--- config.mk ---
export PLATFORM = sky130hd
export DESIGN_NAME = seg_scan_ctrl
export DESIGN_NICKNAME = d
export VERILOG_FILES = /design/src/rtl/seg_scan_ctrl.sv
export SDC_FILE = /design/constraint.sdc
export NUM_CORES = 1
export LEC_CHECK = 0
export ABC_AREA = 1
export BUFFER_PORTS_ARGS = -buffer_cell sky130_fd_sc_hd__buf_2
export CORE_MARGIN = 2
export CORE_UTILIZATION = 55
export DETAILED_ROUTE_END_ITERATION = 8
export HOLD_SLACK_MARGIN = 0.12
export PLACE_DENSITY = 0.77
export SLEW_MARGIN = 10
export SYNTH_ARGS = -nofsm -noshare
export SYNTH_HDL_FRONTEND = slang
export SYNTH_SLANG_ARGS = --single-unit
--- constraint.sdc ---
create_clock -name clk -period 1.9 [get_ports clk]
set_input_delay 0.475 -clock clk [delete_from_list [all_inputs] [get_ports clk]]
set_output_delay 0.475 -clock clk [all_outputs]
set_load 0.05 [all_outputs]
--- src/rtl/seg_scan_ctrl.sv ---
`default_nettype none
// ============================================================================
// Module   : seg_scan_ctrl
// Purpose  : Time-multiplexed BCD digit scanner for a shared seven-segment
//            decoder, with double-buffered digit updates at frame boundaries.
// Revision : 1.0 - initial release
// ============================================================================
module seg_scan_ctrl #(
    parameter int NUM_DIGITS = 2,
    parameter int SCAN_DIV   = 1000
) (
    input  logic                    clk,
    input  logic                    rst_n,
    input  logic                    enable,
    input  logic                    blank_lz,
    input  logic                    load_valid,
    output logic                    load_ready,
    input  logic [4*NUM_DIGITS-1:0] load_bcd,
    output logic [3:0]              seg_value,
    output logic [NUM_DIGITS-1:0]   dig_en,
    output logic                    frame_start
);

    localparam int PW = $clog2(SCAN_DIV);
    localparam int IW = $clog2(NUM_DIGITS);
    localparam logic [PW-1:0] c_pre_last = PW'(SCAN_DIV - 1);
    localparam logic [IW-1:0] c_idx_last = IW'(NUM_DIGITS - 1);

    logic [PW-1:0]           r_pre;
    logic [IW-1:0]           r_idx;
    logic [4*NUM_DIGITS-1:0] r_active;
    logic [4*NUM_DIGITS-1:0] r_shadow;
    logic                    r_pending;

    logic                    w_pre_wrap;
    logic                    w_boundary;
    logic                    w_xfer;
    logic                    w_apply;
    logic [NUM_DIGITS:1]     w_zero_from;
    logic [NUM_DIGITS-1:0]   w_blank_vec;
    logic [3:0]              w_digit;
    logic [NUM_DIGITS-1:0]   w_onehot;
    logic                    w_blank_cur;

    assign load_ready = ~r_pending;
    assign w_xfer     = load_valid & ~r_pending;
    assign w_pre_wrap = enable & (r_pre == c_pre_last);
    assign w_boundary = w_pre_wrap & (r_idx == c_idx_last);
    // Disabling the scan also flushes a pending set so re-enable starts fresh.
    assign w_apply    = r_pending & (w_boundary | ~enable);

    // A digit is a leading zero only if it and every more significant digit are 0.
    assign w_zero_from[NUM_DIGITS] = 1'b1;
    assign w_blank_vec[0]          = 1'b0;
    generate
        for (genvar gi = 1; gi < NUM_DIGITS; gi++) begin : g_blank
            assign w_zero_from[gi] = (r_active[4*gi +: 4] == 4'd0) & w_zero_from[gi+1];
            assign w_blank_vec[gi] = blank_lz & w_zero_from[gi];
        end
    endgenerate

    always_comb begin
        w_digit     = 4'd0;
        w_onehot    = '0;
        w_blank_cur = 1'b0;
        for (int i = 0; i < NUM_DIGITS; i++) begin
            if (r_idx == IW'(i)) begin
                w_digit     = r_active[4*i +: 4];
                w_onehot[i] = 1'b1;
                w_blank_cur = w_blank_vec[i];
            end
        end
    end

    always_ff @(posedge clk or negedge rst_n) begin
        if (!rst_n) begin
            r_pre       <= '0;
            r_idx       <= '0;
            r_active    <= '0;
            r_shadow    <= '0;
            r_pending   <= 1'b0;
            seg_value   <= 4'd0;
            dig_en      <= '0;
            frame_start <= 1'b0;
        end else begin
            if (!enable) begin
                r_pre <= '0;
                r_idx <= '0;
            end else if (w_pre_wrap) begin
                r_pre <= '0;
                r_idx <= (r_idx == c_idx_last) ? '0 : r_idx + 1'b1;
            end else begin
                r_pre <= r_pre + 1'b1;
            end

            // Transfer requires pending=0 and apply requires pending=1, so
            // a load coinciding with a boundary waits for the next one.
            if (w_apply) begin
                r_active  <= r_shadow;
                r_pending <= 1'b0;
            end else if (w_xfer) begin
                r_shadow  <= load_bcd;
                r_pending <= 1'b1;
            end

            seg_value   <= w_blank_cur ? 4'hF : w_digit;
            dig_en      <= (enable & ~w_blank_cur) ? w_onehot : '0;
            frame_start <= enable & (r_idx == '0) & (r_pre == '0);
        end
    end

endmodule
`default_nettype wire

== After elaboration in Yosys (flattened, before gate mapping) ==
Index checks and enable logic that the tools add are counted.

* Add/sub/neg operators: 2
* Eq/ne operators: 2
* Mux-type cells: 13
* Bitwise logic cells: 14
* Reductions and logical operators: 4

{| class="wikitable"
|+ Operators by type and width
! kind !! number
|-
| $mux W10 || 2
|-
| $add A10 B1 Y10 const B || 1
|-
| $eq A10 B10 Y1 const B || 1
|-
| $logic_not A10 Y1 || 1
|-
| $and A1 B1 Y1 || 8
|-
| $mux W1 || 8
|-
| $mux W4 || 2
|-
| $not A1 Y1 || 5
|-
| $logic_not A4 Y1 || 1
|-
| $mux W2 || 1
|-
| $ne A2 B1 Y1 const B || 1
|-
| $reduce_and A2 Y1 || 1
|-
| $reduce_bool A2 Y1 || 1
|-
| $add A1 B1 Y1 const B || 1
|-
| $or A1 B1 Y1 || 1
|}

* Bits in registers: 35
* Input bits: 13
* Logic and storage cells: 43

== Logic depth before layout (Yosys ltp) ==
* Word-level depth: 7
* Depth in mapped cells: 8

== Least setup slack after synthesis ==
Ideal clock, no wire load.

* Path type: flip-flop to flip-flop
* From: register r_pending
* To: register r_shadow[0]
* Library setup time: 0.125 ns
* Data arrival time: 1.283 ns
* Slack: 0.493 ns
* Stages on the path, launching flop included: 4
* Clock period less this slack: 1.407 ns
* Path through: dfrtp_1 -> inv_1 -> nand2_1 -> mux2_2

* Longest elaborated chain between the ends: 3

{| class="wikitable"
|+ Ends and longest elaborated chain
! what !! line !! RTL
|-
| start: declaration || 33 || <nowiki>logic r_pending;</nowiki>
|-
| start signal: assignment || 81 || <nowiki>r_pending <= 1'b0;</nowiki>
|-
| start signal: assignment || 100 || <nowiki>r_pending <= 1'b0;</nowiki>
|-
| start signal: assignment || 103 || <nowiki>r_pending <= 1'b1;</nowiki>
|-
| $not A1 Y1 || n/a ||
|-
| via load_ready || 17 || <nowiki>output logic load_ready,</nowiki>
|-
| $and A1 B1 Y1 || 46 || <nowiki>assign w_xfer = load_valid & ~r_pending;</nowiki>
|-
| $reduce_and A2 Y1 (no source line) || n/a ||
|-
| end signal: assignment || 102 || <nowiki>r_shadow <= load_bcd;</nowiki>
|-
| end: declaration || 32 || <nowiki>logic [4*NUM_DIGITS-1:0] r_shadow;</nowiki>
|}

The timed path passes the listed nets, and every way through them passes these cells.
A chain may end at the register's enable or synchronous reset.

== Worst setup path after layout ==
* From: register r_pending
* To: output load_ready

* Longest elaborated chain between the ends: 1

{| class="wikitable"
|+ Ends and longest elaborated chain
! what !! line !! RTL
|-
| $not A1 Y1 || 45 || <nowiki>assign load_ready = ~r_pending;</nowiki>
|-
| end: declaration || 17 ||
|}

Every way passes these cells.

==> metrics.md <==
| Metric | Value |
|---|---|
| GRT Util Overall | `0.199` |
| DPL Wire Length | `around 1900 um` |
| Final WL | `between 2000 and 3000 um` |
| Hold Path Class | `in2async` |
| Detailed-route via count | `roughly 1200` |
| PortBufs | `20` |
| Number of global-route vias before repair | `between 1000 and 1500` |
| DRC viols | `0` |
| Post-Syn Instances | `between 150 and 200` |
| Synth Flop Type | `dfrtp_1` |
| P&R area growth vs syn | `13.7%` |
| Largest family of logic cells by synthesized area | `simple AND/OR/NAND/NOR gates` |
| Required @ worst endpoint | `approximately 1.4 ns` |
| Core Rows | `19` |
| CTS resizes | `0` |
| Commonest non-fill, non-tap cell in the layout | `dfrtp_1` |
| Nets | `about 200` |
| Die width | `between 50 and 60 um` |
| Netlist cell types | `23` |
| Post-synthesis mux area share | `0.0580` |
| Final Max Slew Viols | `0` |
| Crit end category | `output port` |
| Antenna Nets Post-Route | `0` |
| CTS Buf Count | `5` |
| Classification of the worst setup path | `reg2out` |
| Most frequent cells in the layout | `35 x dfrtp_1, 34 x nand2_1, 22 x inv_1` |
| WL/cell | `12.5 um` |
| Starting Density | `0.573` |
| Tcrit/Tclk final | `0.902` |
| Max-cap violation count | `0` |
| Worst VDD drop | `approximately 1200 uV` |
| Final hold vios | `0` |
| Max Clk Rate | `roughly 0.58 GHz` |
| CP Cell Sequence | `inv_1, buf_2` |
| CTS tree | `built` |
| Number of enable flip-flop cells after synthesis | `0` |
| Reg2Reg Depth | `8` |
| Number of vias per cell | `~5.3` |
| Post-Synth Adder-Cell Area | `0.0161` |
| Yosys reg bits | `35` |
| Critical Path Fanout Max | `11` |
| Unrepaired setup endpoints after global routing | `no` |
| Slew headroom | `0.507` |
| Seq/Total Area, Yosys | `0.564` |
| GR Overflow Total | `0` |
| Gpl congestion | `0.872` |
| Asr flop ratio synth | `1.00` |
| Initial antenna violation count | `0` |
| Fin Setup TNS | `0 ns` |
| Post-Syn Area | `about 1600 um^2` |
| Pwr Density | `about 1200 nW/um^2` |
| I/O pin count | `21` |
| Synth warn | `0` |
| Critical Path AT | `~1.2 ns` |
| Drt pass-1 iters | `5` |
| Initial DRC count | `27` |
| Worst Hold Slack | `approximately 0.19 ns` |
| Core Util, Final | `0.651` |
| Pleak | `0.000886 uW` |
| Synth Area in XOR/XNOR | `0.00564` |
| Die height | `57.1 um` |
| Fin crit period | `1.71 ns` |
| Syn_nets | `176` |
| Post-CTS setup repair buffer count | `0` |
| Stages on the worst setup path | `2` |
| Worst-Margin Slew | `0.740 ns` |
| Clock transition at path regs | `about 0.11 ns` |
| Clock Path Buffers | `2` |
| Antenna diodes | `0` |
| Status | `finished, final reports clean` |
| Share of cells above drive strength 1 | `0.241` |
| Worst setup SP type | `register` |
| Cell family with most CP delay | `flip-flops` |
| Clk Latency, worst-skew pair | `between 0.3 and 0.4 ns` |
| Crit-path slowest cell | `dfrtp_1` |
| Mean cell area of the mapped netlist | `9.64 um^2` |
| R2R Path End | `r_active[3]` |
| Global-route wire length before repair | `between 4000 and 5000 um` |
| Die area | `about 3300 um^2` |
| Core ar. | `roughly 2700 um^2` |
| CP Buf/Inv Count | `2` |
| Critical path's largest stage delay | `~0.52 ns` |
| TritonCTS Sinks | `35` |
| Largest net degree at the start of global routing | `36` |
| Compound-Gate Fraction of Synth Area | `0.0250` |
| Hold buffer count at CTS | `0` |
| FF-to-FF Start | `r_pre[0]` |
| H-tree levels | `2` |
| Setup Skew | `between 0.01 and 0.015 ns` |
| Power, Total | `2150 uW` |
| Root Buffer | `clkbuf_4` |
| FF-to-FF setup slack | `0.33 ns` |
| Synth Area in Simple Gates | `0.258` |
| Final setup fails | `0` |
==> report_power, final <==
| part | switching, uW | total, uW | internal (uW) |
|---|---|---|---|
| combinational | 323 | 479 | 156 |
| clock | 242 | 653 | 411 |
| sequential | 98.9 | 1010 | 916 |
| total | 664 | 2150 | 1480 |
==> worst max path at each step <==
stage | from | end | slack, ns
6_report | r_pending | load_ready | 0.19
5_1_grt | r_pending | load_ready | 0.07
4_1_cts | r_pending | load_ready | 0.17
3_5_place_dp | r_pre[0] | r_active[3] | 0.33
3_3_place_gp | r_pre[0] | r_active[4] | 0.44
2_1_floorplan | r_pending | r_shadow[0] | 0.49
==> sequential cells by signal, summed over array words and instances, names as in the netlist <==
name and flops:
r_idx 1, seg_value 4, r_active 8, r_shadow 8
r_pre 10, r_pending 1, dig_en 2, frame_start 1
==> per-layer routing <==
layer | GRT usage | share of wire
met4 | 0.110 | 0.019
met3 | 0.0476 | 0.051
met2 | 0.299 | 0.47
met1 | 0.267 | 0.46
met5 | 0 | 0
==> through the flow <==
| step | instances | setup slack (ns) | area, um^2 |
|---|---|---|---|
| 5_1_grt | 218 | 0.0748 | 1770 |
| 6_report | 218 | 0.186 | 1770 |
| 2_1_floorplan | 161 | 0.493 | 1550 |
| 3_3_place_gp | 210 | 0.443 | 1660 |
| 3_5_place_dp | 210 | 0.335 | 1660 |
| 4_1_cts | 218 | 0.169 | 1770 |
==> cell usage after synthesis, types with 2 or more instances <==
| cell | count | area, um^2 |
|---|---|---|
| dfrtp_1 | 35 | 876 |
| nand2_1 | 34 | 128 |
| inv_1 | 22 | 82.6 |
| nor2_1 | 13 | 48.8 |
| nand4_1 | 10 | 62.6 |
| nor3_1 | 9 | 45.0 |
| mux2_2 | 8 | 90.1 |
| nand3_1 | 8 | 40.0 |
| o21ai_0 | 4 | 20.0 |
| nand2_2 | 3 | 18.8 |
| ha_1 | 2 | 25.0 |
| nor2_2 | 2 | 12.5 |
==> cell families after synthesis <==
family,after synthesis
compound gates,7
xor+xnor,1
fa+ha+maj,2
buf+inv,25
flops,35
mux,8
simple gates,83
==> layout make-up <==
class                           count  area, um^2
Clock buffer                        6        41.3
Clock inverter                      2        60.1
Fill cell                         230         945
Inverter                           23        86.3
Multi-Input combinational cell    101         563
Sequential cell                    35         876
Tap cell                           31        38.8
Timing Repair Buffer               20         100
(Power assumes the default switching activity.)
